==> src/rtl/f1_pkg.sv <==
// f1_pkg: shared state encoding and constants for the reaction timer
package f1_pkg;
  typedef enum logic [2:0] {IDLE, SEQ, DELAY, REACT, DONE} state_t;
  localparam int LFSR_TAP_A = 1;
  localparam int LFSR_TAP_B = 2;
  localparam logic [63:0] LIGHTS_ALL_ON = '1;
endpackage

==> src/rtl/f1_lfsr.sv <==
// f1_lfsr: free-running Fibonacci LFSR (x^7+x^6+1 at the default width), never zero from a nonzero seed
module f1_lfsr import f1_pkg::*; #(
  parameter int LFSR_W = 7,
  parameter logic [LFSR_W-1:0] LFSR_SEED = LFSR_W'(1)
) (
  input  logic              clk,
  input  logic              rst,
  output logic [LFSR_W-1:0] q
);
  // shift every clock so the latched delay depends on when the player acts
  always_ff @(posedge clk or posedge rst)
    if (rst) q <= LFSR_SEED;
    else q <= {q[LFSR_W-2:0], q[LFSR_W-LFSR_TAP_A] ^ q[LFSR_W-LFSR_TAP_B]};
endmodule

==> src/rtl/f1_reaction_timer.sv <==
// f1_reaction_timer: gates the start-light sequencer, holds a random delay, then times the button press; F1_RT_BTN_SYNC_EN adds a 2-flop button synchronizer
module f1_reaction_timer import f1_pkg::*; #(
  parameter int WIDTH = 8,
  parameter int CNT_W = 16,
  parameter int LFSR_W = 7,
  parameter logic [LFSR_W-1:0] LFSR_SEED = LFSR_W'(1)
) (
  input  logic              clk,
  input  logic              rst,
  input  logic              tick,
  input  logic [WIDTH-1:0]  lights,
  input  logic              btn,
  output logic              fsm_en,
  output logic              lights_off,
  output logic              lights_clr,
  output logic [CNT_W-1:0]  react_cnt,
  output logic              result_valid,
  output logic              jump_start,
  output logic [LFSR_W-1:0] delay_val
);
  state_t state, nxt;
  logic btn_in, btn_q, btn_edge, all_on;
  logic [LFSR_W-1:0] lfsr, dly_cnt;
`ifdef F1_RT_BTN_SYNC_EN
  logic [1:0] btn_sync;
  // two-flop synchronizer for the asynchronous button
  always_ff @(posedge clk or posedge rst)
    if (rst) btn_sync <= '0;
    else btn_sync <= {btn_sync[0], btn};
  assign btn_in = btn_sync[1];
`else
  assign btn_in = btn;
`endif
  assign btn_edge = btn_in & ~btn_q;
  assign all_on = lights == LIGHTS_ALL_ON[WIDTH-1:0];
  f1_lfsr #(.LFSR_W(LFSR_W), .LFSR_SEED(LFSR_SEED)) u_lfsr (.clk(clk), .rst(rst), .q(lfsr));
  // previous button level for rising-edge detection
  always_ff @(posedge clk or posedge rst)
    if (rst) btn_q <= 1'b0;
    else btn_q <= btn_in;
  // state register plus the one-cycle result pulses on DONE entry
  always_ff @(posedge clk or posedge rst)
    if (rst) begin
      state <= IDLE;
      result_valid <= 1'b0;
      lights_clr <= 1'b0;
    end else begin
      state <= nxt;
      result_valid <= nxt == DONE && state != DONE;
      lights_clr <= nxt == DONE && state != DONE;
    end
  // next state; the button always wins over a coincident tick or full lights
  always_comb begin
    nxt = state;
    fsm_en = state == SEQ && tick && !all_on;
    lights_off = state == REACT || (state == DONE && !jump_start);
    case (state)
      IDLE:    nxt = btn_edge ? SEQ : IDLE;
      SEQ:     nxt = btn_edge ? DONE : all_on ? DELAY : SEQ;
      DELAY:   nxt = btn_edge ? DONE : (tick && dly_cnt == LFSR_W'(1)) ? REACT : DELAY;
      REACT:   nxt = btn_edge ? DONE : REACT;
      DONE:    nxt = btn_edge ? IDLE : DONE;
      default: nxt = IDLE;
    endcase
  end
  // delay latch/countdown, saturating reaction counter and jump-start flag
  always_ff @(posedge clk or posedge rst)
    if (rst) begin
      react_cnt <= '0;
      jump_start <= 1'b0;
      delay_val <= '0;
      dly_cnt <= '0;
    end else begin
      case (state)
        IDLE: if (btn_edge) begin
          react_cnt <= '0;
          jump_start <= 1'b0;
        end
        SEQ: if (btn_edge) begin
          jump_start <= 1'b1;
          react_cnt <= '0;
        end else if (all_on) begin
          delay_val <= lfsr;
          dly_cnt <= lfsr;
        end
        DELAY: if (btn_edge) begin
          jump_start <= 1'b1;
          react_cnt <= '0;
        end else if (tick) dly_cnt <= dly_cnt - LFSR_W'(1);
        REACT: if (tick && !btn_edge && react_cnt != '1) react_cnt <= react_cnt + CNT_W'(1);
        default: ;
      endcase
    end
endmodule

==> config.mk <==
export PLATFORM = sky130hd
export DESIGN_NAME = f1_reaction_timer
export DESIGN_NICKNAME = d
export VERILOG_FILES = /design/src/rtl/f1_pkg.sv /design/src/rtl/f1_lfsr.sv /design/src/rtl/f1_reaction_timer.sv
export SDC_FILE = /design/constraint.sdc
export NUM_CORES = 1
export LEC_CHECK = 0
export CORE_AREA = 4 4 89 91
export DETAILED_ROUTE_END_ITERATION = 6
export DIE_AREA = 0 0 93 95
export PLACE_DENSITY = 0.6
export SYNTH_ARGS = -nofsm -noshare
export SYNTH_HDL_FRONTEND = slang
export SYNTH_SLANG_ARGS = --single-unit
==> constraint.sdc <==
create_clock -name clk -period 1.7 [get_ports clk]
set_input_delay 0.34 -clock clk [delete_from_list [all_inputs] [get_ports clk]]
set_output_delay 0.34 -clock clk [all_outputs]
set_load 0.05 [all_outputs]
==> results of run 1 <==
## cells by family (layout without fill, tap and decap cells)
family	after synthesis	count (layout)	share of synthesized area, %
compound gates	45	45	13.6
simple gates	84	84	22.9
fa+ha+maj	3	3	1.78
mux	7	7	3.74
xor+xnor	9	9	3.74
buf+inv	14	109	3.15
flops	43	43	51.1
## worst max path at each step
| stage | to | slack, ns | cells after the start |
|---|---|---|---|
| 5_1_grt | fsm_en | -0.19 | 4 |
| 6_report | fsm_en | -0.13 | 4 |
| 2_1_floorplan | react_cnt[3] | -0.20 | 7 |
| 3_5_place_dp | dly_cnt[5] | -0.37 | 6 |
| 4_1_cts | fsm_en | -0.17 | 4 |
| 3_3_place_gp | dly_cnt[5] | -0.31 | 5 |
## layer usage
layer  routed length, um  global-route usage, %  vias up  share of wire [%]
met5                   0                      0        -                  0
met4                  68                   3.54        0                1.2
met3                 324                   4.06        7                5.9
met2                2640                   19.9       42                 49
met1                2410                   14.9      924                 44
li1                    -                      -      929                  -
## cells in the final DEF (no fill, tap or decap), types with 8 or more instances in the layout
master	count
sky130_fd_sc_hd__buf_4	74
sky130_fd_sc_hd__dfrtp_1	24
sky130_fd_sc_hd__nor2_1	23
sky130_fd_sc_hd__dfrtp_2	18
sky130_fd_sc_hd__nand2_1	10
sky130_fd_sc_hd__o21ai_0	9
sky130_fd_sc_hd__nand4_1	8
sky130_fd_sc_hd__a21oi_1	8
## power by group
group	switching (W)	internal (W)	leakage, nW
Clock	0.000396	0.000443	0.0548
Combinational	0.000373	0.000368	0.861
Sequential	0.0000648	0.00107	0.556
Total	0.000834	0.00188	1.47
## sequential cells by signal (all words and copies together), names as in the netlist
signal and flops:
dly_cnt 7, u_lfsr.q 7, react_cnt 16, delay_val 7
result_valid 1, btn_q 1, jump_start 1, state 3
## what timing repair did
item / in CTS / in global routing
endpoints found under the setup margin: 13 / 31
cloned: 0 / 1
hold buffers: 0 / 0
buffers inserted: 6 / 10
pin swaps: 6 / 12
endpoints found under the hold margin: 0 / 0
gates resized for setup: 19 / 17
## metrics by stage
step	instance area (um^2)	hold WS, ns
2_1_floorplan	2150	0.371
3_3_place_gp	2900	0.393
3_5_place_dp	2900	0.391
4_1_cts	3100	0.283
5_1_grt	3280	0.300
6_report	3280	0.276
## critical path, stage by stage, from the launching register on
cell	delay, ns
sky130_fd_sc_hd__dfrtp_2	0.45
sky130_fd_sc_hd__nand2b_4	0.16
sky130_fd_sc_hd__buf_6	0.11
sky130_fd_sc_hd__nor4b_4	0.30
sky130_fd_sc_hd__buf_12	0.18
## area by class of cell
type                            instances  area (um^2)  share of cell area [%]
Timing Repair Buffer                   95          825                    25.1
Inverter                                6         22.5                   0.686
Tap cell                               99          124                    3.77
Clock inverter                          3         46.3                    1.41
Clock buffer                            5         68.8                    2.10
Sequential cell                        43         1100                    33.5
Multi-Input combinational cell        148         1100                    33.4
==> flow_summary.json, run 1 <==
{
  "viasPerCell": 4.77,
  "drt-wirelength-per-cell_um": 13.6,
  "hold_viol_final": 0,
  "r2r_cells": 7,
  "clkTransAtPathRegs_ns": 0.09,
  "routability_congestion": 0.763,
  "drt_drc_violations_left": 0,
  "numCtsBuffers": 5,
  "synth.area.top_cells": "sky130_fd_sc_hd__dfrtp_1 50%, sky130_fd_sc_hd__nor2_1 4.5%, sky130_fd_sc_hd__mux2_2 3.2%",
  "synthTopCellsByCount": "42 x sky130_fd_sc_hd__dfrtp_1, 25 x sky130_fd_sc_hd__nor2_1, 11 x sky130_fd_sc_hd__nand2_1, 10 x sky130_fd_sc_hd__o21ai_0",
  "ir_drop_v": 0.000457,
  "worst_clock_skew_ns": 0.0109,
  "final_max_slew_viol_count": 0,
  "detailedRoute.firstIterationViolations": 51,
  "yosysUniqueCellTypes": 50,
  "failed_checks": "setup timing",
  "ys_async_sr_fraction_pct": 100,
  "floorplan.die_area_um2": 8840,
  "cp.required_ns": 1.36,
  "numPortBuffers": 39,
  "synth-edff-count": 0,
  "synth.yosys.warnings": 0,
  "period_share_pct": 108,
  "worstSetupStartpoint": "state[1]",
  "vias": 1902,
  "setup_ws_ns": -0.132,
  "hpwlAfterDp_mm": 3.83,
  "clock_latency_ns": 0.30,
  "cts_root_buf": "sky130_fd_sc_hd__clkbuf_8",
  "worst_slew_pin_slew_ns": 0.501,
  "final.fill_count": 702,
  "worst-setup-path-type": "reg2out",
  "die_height_um": 95,
  "regToRegStartpoint": "react_cnt[1]",
  "finalWirelength_mm": 5.45,
  "area_delta_synth_final_pct": 55.7,
  "share_of_the_synthesized_area_in_the_top_cell_type_pct": 49.9,
  "drt_pre_antenna_iters": 4,
  "rows": 31,
  "timing.final.crit_period_ns": 1.83,
  "rrSetupSlack_ns": -0.09,
  "floorplan.io_pins": 40,
  "netlist_area_um2": 2110,
  "ys_seq_elements": 43,
  "grt_first_pass_wirelength_mm": 8.47,
  "placed_cells_incl_taps": 375,
  "final_layout_size_suffix_gt1_share_pct": 47.3,
  "grt_setup_unrepaired": "yes",
  "synth_fp_nets": 220,
  "finalNetCount": 314,
  "cts-htree-levels": 2,
  "postSynth.topFlopCell": "sky130_fd_sc_hd__dfrtp_1",
  "power_density_nw_per_um2": 826,
  "clock-sinks": 43,
  "max_freq_ghz": 0.546,
  "leakage_nw": 1.47,
  "post_layout_nonfiller_instances": 399,
  "avgSynthCellArea_um2": 10.3,
  "pin_count_of_the_biggest_net_entering_global_routing": 30,
  "track_usage_pct": 12.0,
  "die_width_um": 93,
  "holdCritPathClass": "in2async",
  "clock_tree_from_tritoncts": "done",
  "maxCapViolations": 0,
  "synth.most_common_cell": "sky130_fd_sc_hd__dfrtp_1",
  "outcome": "finished with violations",
  "critPathLaunchType": "register",
  "num_antenna_cells": 0,
  "crit_fanout": 5,
  "initial_standard_cell_utilization_of_the_core_pct": 29.5,
  "placeableCoreArea_um2": 7140,
  "power_w": 0.00271,
  "number_of_cells_produced_by_synthesis": 205,
  "synth-seq-area-share_pct": 51.1,
  "global_route.overflow_total": 0,
  "crit_arrival_ns": 1.49,
  "route.antenna.remaining_nets": 0,
  "synth.largest_area_cell": "sky130_fd_sc_hd__dfrtp_1",
  "timing.rr.end": "react_cnt[6]",
  "dpl_worst_slack_ns": -0.375,
  "final.setup.tns_ns": -0.399,
  "relSlewSlack_pct": 66.3,
  "number_of_global_route_vias_before_repair": 1854,
  "worst_case_clock_buffer_depth": 2,
  "final_util_pct": 46.0,
  "endpoint_type_of_the_worst_setup_path": "primary output",
  "antenna_found_initial": 0,
  "setup_violations": 8
}
Power figures use the tool's default switching activity.
==> run 2, diff against run 1 <==
- PLACE_DENSITY: 0.6 -> 0.58
- clock period: 1.7 -> 2.1 ns (I/O delays scaled with it)
==> flow_summary.json, run 2 (same netlist as run 1, synthesis figures left out) <==
{
  "outcome": "finished clean",
  "grt.met2_usage_pct": 19.0,
  "clock_latency_ns": 0.30,
  "largest_register_ff_count": 16,
  "detailedRoute.firstIterationViolations": 49,
  "regMostFlops": "react_cnt",
  "final_layout_size_suffix_gt1_share_pct": 17.7,
  "final.setup.tns_ns": 0,
  "stdcell_area_um2": 2840,
  "finalWirelength_mm": 4.78,
  "groute.layer.met3.usage_pct": 3.75,
  "clock-sinks": 43,
  "regToRegStartpoint": "react_cnt[0]",
  "rrSetupSlack_ns": 0.18,
  "post_cts.repair.setup_buffers": 0,
  "initial_standard_cell_utilization_of_the_core_pct": 29.5,
  "global_route.overflow_total": 0,
  "power_density_nw_per_um2": 682,
  "numPortBuffers": 39,
  "period_share_pct": 96.5,
  "endpoint_type_of_the_worst_setup_path": "primary output",
  "r2r_cells": 7,
  "worst_case_clock_buffer_depth": 2,
  "num_antenna_cells": 0,
  "cts-htree-levels": 2,
  "met1_usage_pct": 14.9,
  "worst-setup-path-type": "in2out",
  "drt_drc_violations_left": 0,
  "antenna_found_initial": 0,
  "rows": 31,
  "relSlewSlack_pct": 66.4,
  "viasPerCell": 4.89,
  "placeableCoreArea_um2": 7140,
  "layout_commonest_cell": "sky130_fd_sc_hd__dfrtp_1",
  "setup_violations": 0,
  "holdCritPathClass": "in2async",
  "numCtsBuffers": 5,
  "floorplan.die_area_um2": 8840,
  "die_width_um": 93,
  "whs_ns": 0.368,
  "grt_first_pass_wirelength_mm": 8.14,
  "routability_congestion": 0.802,
  "clock_tree_from_tritoncts": "done",
  "crit_arrival_ns": 1.61,
  "timing.final.crit_period_ns": 2.03,
  "maxCapViolations": 0,
  "track_usage_pct": 11.8,
  "hpwlAfterDp_mm": 3.58,
  "critPathLaunchType": "input port",
  "die_height_um": 95,
  "timing.rr.end": "react_cnt[2]",
  "number_of_global_route_vias_before_repair": 1742,
  "hold_viol_final": 0,
  "mostFrequentLayoutCells": "39 x sky130_fd_sc_hd__dfrtp_1, 36 x sky130_fd_sc_hd__clkdlybuf4s50_1, 24 x sky130_fd_sc_hd__nor2_1",
  "clkTransAtPathRegs_ns": 0.09,
  "drt-wirelength-per-cell_um": 13.3,
  "cp.required_ns": 1.68,
  "worst_slew_pin_slew_ns": 0.503,
  "drt_pre_antenna_iters": 4,
  "gr-max-usage-layer": "met2",
  "placed_cells_incl_taps": 351,
  "area_delta_synth_final_pct": 34.8,
  "crit_fanout": 3,
  "post_layout_nonfiller_instances": 359,
  "placedInstanceArea_um2": 2730,
  "ir_drop_v": 0.000424,
  "vias": 1754,
  "finalNetCount": 274,
  "floorplan.io_pins": 40,
  "cts_root_buf": "sky130_fd_sc_hd__clkbuf_8",
  "grt_setup_unrepaired": "no",
  "route.antenna.remaining_nets": 0,
  "pin_count_of_the_biggest_net_entering_global_routing": 19,
  "worst_clock_skew_ns": 0.00883,
  "leakage_nw": 1.18,
  "final_max_slew_viol_count": 0,
  "max_freq_ghz": 0.493
}
## run 2: through the flow
stage / total power (W) / setup slack (ns) / util, %
finish: 0.00194 / 0.0729 / 39.8
global route: 0.00203 / 0.0000322 / 39.8
CTS: 0.00196 / 0.0303 / 39.8
detailed placement: 0.00130 / 0.0396 / 38.2
global placement: 0.00130 / 0.0549 / 38.2
floorplan: 0.00115 / 0.0453 / -
## run 2: area by class of cell
cell class | instances | area [um^2]
Tap cell | 99 | 124
Multi-Input combinational cell | 148 | 973
Timing Repair Buffer | 55 | 528
Clock inverter | 3 | 43.8
Fill cell | 738 | 4300
Clock buffer | 5 | 68.8
Inverter | 6 | 22.5
Sequential cell | 43 | 1080
## run 2: layer usage
layer | vias up | share of wire, %
met3 | 7 | 5.9
li1 | 858 | -
met1 | 849 | 46
met2 | 40 | 47
met5 | - | 0
met4 | 0 | 1.4
## run 2: power by group
part / switching, W / internal [W] / total, W
logic: 0.000216 / 0.000151 / 0.000366
registers: 0.0000551 / 0.000861 / 0.000916
clock network: 0.000302 / 0.000354 / 0.000656
total: 0.000573 / 0.00137 / 0.00194
## run 2: what timing repair did
action,CTS,global route
endpoints found under the setup margin,0,1
gates resized for setup,0,2
hold buffers,0,0
## run 2: worst max path at each step
| stage | from | to | slack, ns | cells past startpoint |
|---|---|---|---|---|
| final | lights[4] | fsm_en | 0.07 | 6 |
| after global routing | lights[4] | fsm_en | 0.00003 | 6 |
| after CTS | lights[7] | fsm_en | 0.03 | 6 |
| after detailed placement | lights[7] | fsm_en | 0.04 | 6 |
| after global placement | lights[6] | fsm_en | 0.05 | 6 |
| after floorplan | react_cnt[13] | react_cnt[3] | 0.05 | 6 |
## run 2: worst max-delay path, stage by stage
cell and delay [ns]:
sky130_fd_sc_hd__clkdlybuf4s50_1 0.46, sky130_fd_sc_hd__nand4_1 0.18, sky130_fd_sc_hd__nor2_2 0.19, sky130_fd_sc_hd__nor4b_2 0.06, sky130_fd_sc_hd__buf_4 0.16, sky130_fd_sc_hd__buf_12 0.14
==> run 3, diff against run 2 <==
- CORE_AREA: 4 4 89 91 -> 4 4 70 72
- DIE_AREA: 0 0 93 95 -> 0 0 74 76
- PLACE_DENSITY: 0.58 -> 0.84
==> flow_summary.json, run 3 (same netlist as run 1, synthesis figures left out) <==
{
  "endpoint_type_of_the_worst_setup_path": "primary output",
  "track_usage_pct": 17.4,
  "period_share_pct": 96.6,
  "intPower_w": 0.00127,
  "routability_congestion": 0.819,
  "switchingPower_w": 0.000540,
  "clock_tree_from_tritoncts": "done",
  "drt_drc_violations_left": 0,
  "relSlewSlack_pct": 43.8,
  "ir_drop_v": 0.000413,
  "critical_path.slowest_cell": "sky130_fd_sc_hd__clkdlybuf4s50_1",
  "cts_root_buf": "sky130_fd_sc_hd__clkbuf_8",
  "number_of_global_route_vias_before_repair": 1668,
  "hold_viol_final": 0,
  "drt_pre_antenna_iters": 4,
  "timing.final.crit_period_ns": 2.03,
  "clock_latency_ns": 0.30,
  "antenna_found_initial": 0,
  "worst_case_clock_buffer_depth": 2,
  "die_width_um": 74,
  "holdCritPathClass": "reg2reg",
  "outcome": "finished clean",
  "max_freq_ghz": 0.493,
  "leakage_nw": 1.16,
  "rows": 24,
  "crit_chain": "clkdlybuf4s50_1",
  "hold_buffers": 0,
  "critPathLaunchType": "register",
  "cpPeakStageDelay_ns": 0.85,
  "clkTransAtPathRegs_ns": 0.08,
  "die_height_um": 76,
  "detailedRoute.firstIterationViolations": 156,
  "final_layout_size_suffix_gt1_share_pct": 14.6,
  "largest_register_ff_count": 16,
  "stdcell_area_um2": 2750,
  "mostFrequentLayoutCells": "40 x sky130_fd_sc_hd__dfrtp_1, 37 x sky130_fd_sc_hd__clkdlybuf4s50_1, 24 x sky130_fd_sc_hd__nor2_1",
  "rrSetupSlack_ns": 0.21,
  "setup_violations": 0,
  "seq_pwr_share_pct": 50.7,
  "finalWirelength_mm": 4.59,
  "pwr-share-comb_pct": 19.6,
  "placedInstanceArea_um2": 2650,
  "numCtsBuffers": 5,
  "clock-sinks": 43,
  "cts-htree-levels": 2,
  "finalNetCount": 267,
  "worst-path-buf-inv": 1,
  "post_cts.repair.setup_buffers": 0,
  "viasPerCell": 5.79,
  "worst_slew_pin_slew_ns": 0.838,
  "layout_commonest_cell": "sky130_fd_sc_hd__dfrtp_1",
  "regToRegStartpoint": "react_cnt[0]",
  "floorplan.io_pins": 40,
  "grt_setup_unrepaired": "no",
  "fraction_of_power_consumed_by_the_clock_network_pct": 29.7,
  "grt_first_pass_wirelength_mm": 7.70,
  "final_util_pct": 64.1,
  "hpwlAfterDp_mm": 3.28,
  "final.fill_count": 336,
  "power_density_nw_per_um2": 656,
  "initial_standard_cell_utilization_of_the_core_pct": 49.1,
  "worstSetupStartpoint": "react_cnt[13]",
  "maxCapViolations": 0,
  "sw_frac_of_total_pct": 29.9,
  "min-delay-start": "u_lfsr.q[4]",
  "cp.required_ns": 1.68,
  "whs_ns": 0.403,
  "regMostFlops": "react_cnt",
  "vias": 1766,
  "area_delta_synth_final_pct": 30.6,
  "route.antenna.remaining_nets": 0,
  "drt-wirelength-per-cell_um": 15.1,
  "cp_top_family": "buffers and inverters",
  "final_max_slew_viol_count": 0,
  "crit_fanout": 5,
  "pin_count_of_the_biggest_net_entering_global_routing": 44,
  "global_route.overflow_total": 0,
  "placeableCoreArea_um2": 4290,
  "numPortBuffers": 39,
  "cts.repair.resized": 0,
  "floorplan.die_area_um2": 5620,
  "worst-setup-path-type": "reg2out",
  "num_antenna_cells": 0,
  "crit_arrival_ns": 1.61,
  "worst_clock_skew_ns": 0.00562
}
-- run 3: cell types whose count changed in the layout (fill, tap and decap cells not counted), sizes merged --
cell,change
buf,-8
bufinv,-1
clkbuf,+2
clkdlybuf4s50,+1
clkinv,-1
-- run 3: through the flow --
stage | cells | power [W] | setup slack [ns] | TNS (ns)
2_1_floorplan | 205 | 0.00115 | 0.0453 | 0
3_3_place_gp | 297 | 0.00128 | 0.0587 | 0
3_5_place_dp | 297 | 0.00128 | -0.0279 | -0.121
4_1_cts | 305 | 0.00182 | 0.0585 | 0
5_1_grt | 305 | 0.00190 | 0.0117 | 0
6_report | 305 | 0.00181 | 0.0711 | 0
-- run 3: cell type report --
class | instances | area (um^2) | share of cell area, %
repair buffers | 48 | 515 | 18.7
inverters | 6 | 22.5 | 0.818
clock buffers | 7 | 86.3 | 3.13
well taps | 52 | 65.1 | 2.36
multi-input cells | 148 | 980 | 35.6
clock inverters | 1 | 5.00 | 0.182
flip-flops and latches | 43 | 1080 | 39.2
-- run 3: power by group through the flow --
stage          sequential (W)  combinational, W  clock [W]
3_5_place_dp         0.000931          0.000352          0
3_3_place_gp         0.000929          0.000349          0
5_1_grt              0.000926          0.000386   0.000583
4_1_cts              0.000914          0.000356   0.000553
6_report             0.000916          0.000355   0.000536
2_1_floorplan        0.000936          0.000218          0
-- run 3: worst paths after layout --
check | endpoint | depth (start not counted)
max reg2reg | react_cnt[6] | 7
min reg2reg | u_lfsr.q[5] | 0
min in group asynchronous | delay_val[0] | 3
max | react_cnt[13] | 1
min | u_lfsr.q[5] | 0
max in group asynchronous | u_lfsr.q[0] | 3
-- run 3: layer usage --
metal	vias up	part of all wire [%]	global-route usage, %
met1	868	42	22.1
met3	8	4.6	3.69
li1	842	-	-
met2	48	52	27.6
met4	0	1.9	8.33
met5	-	0	0
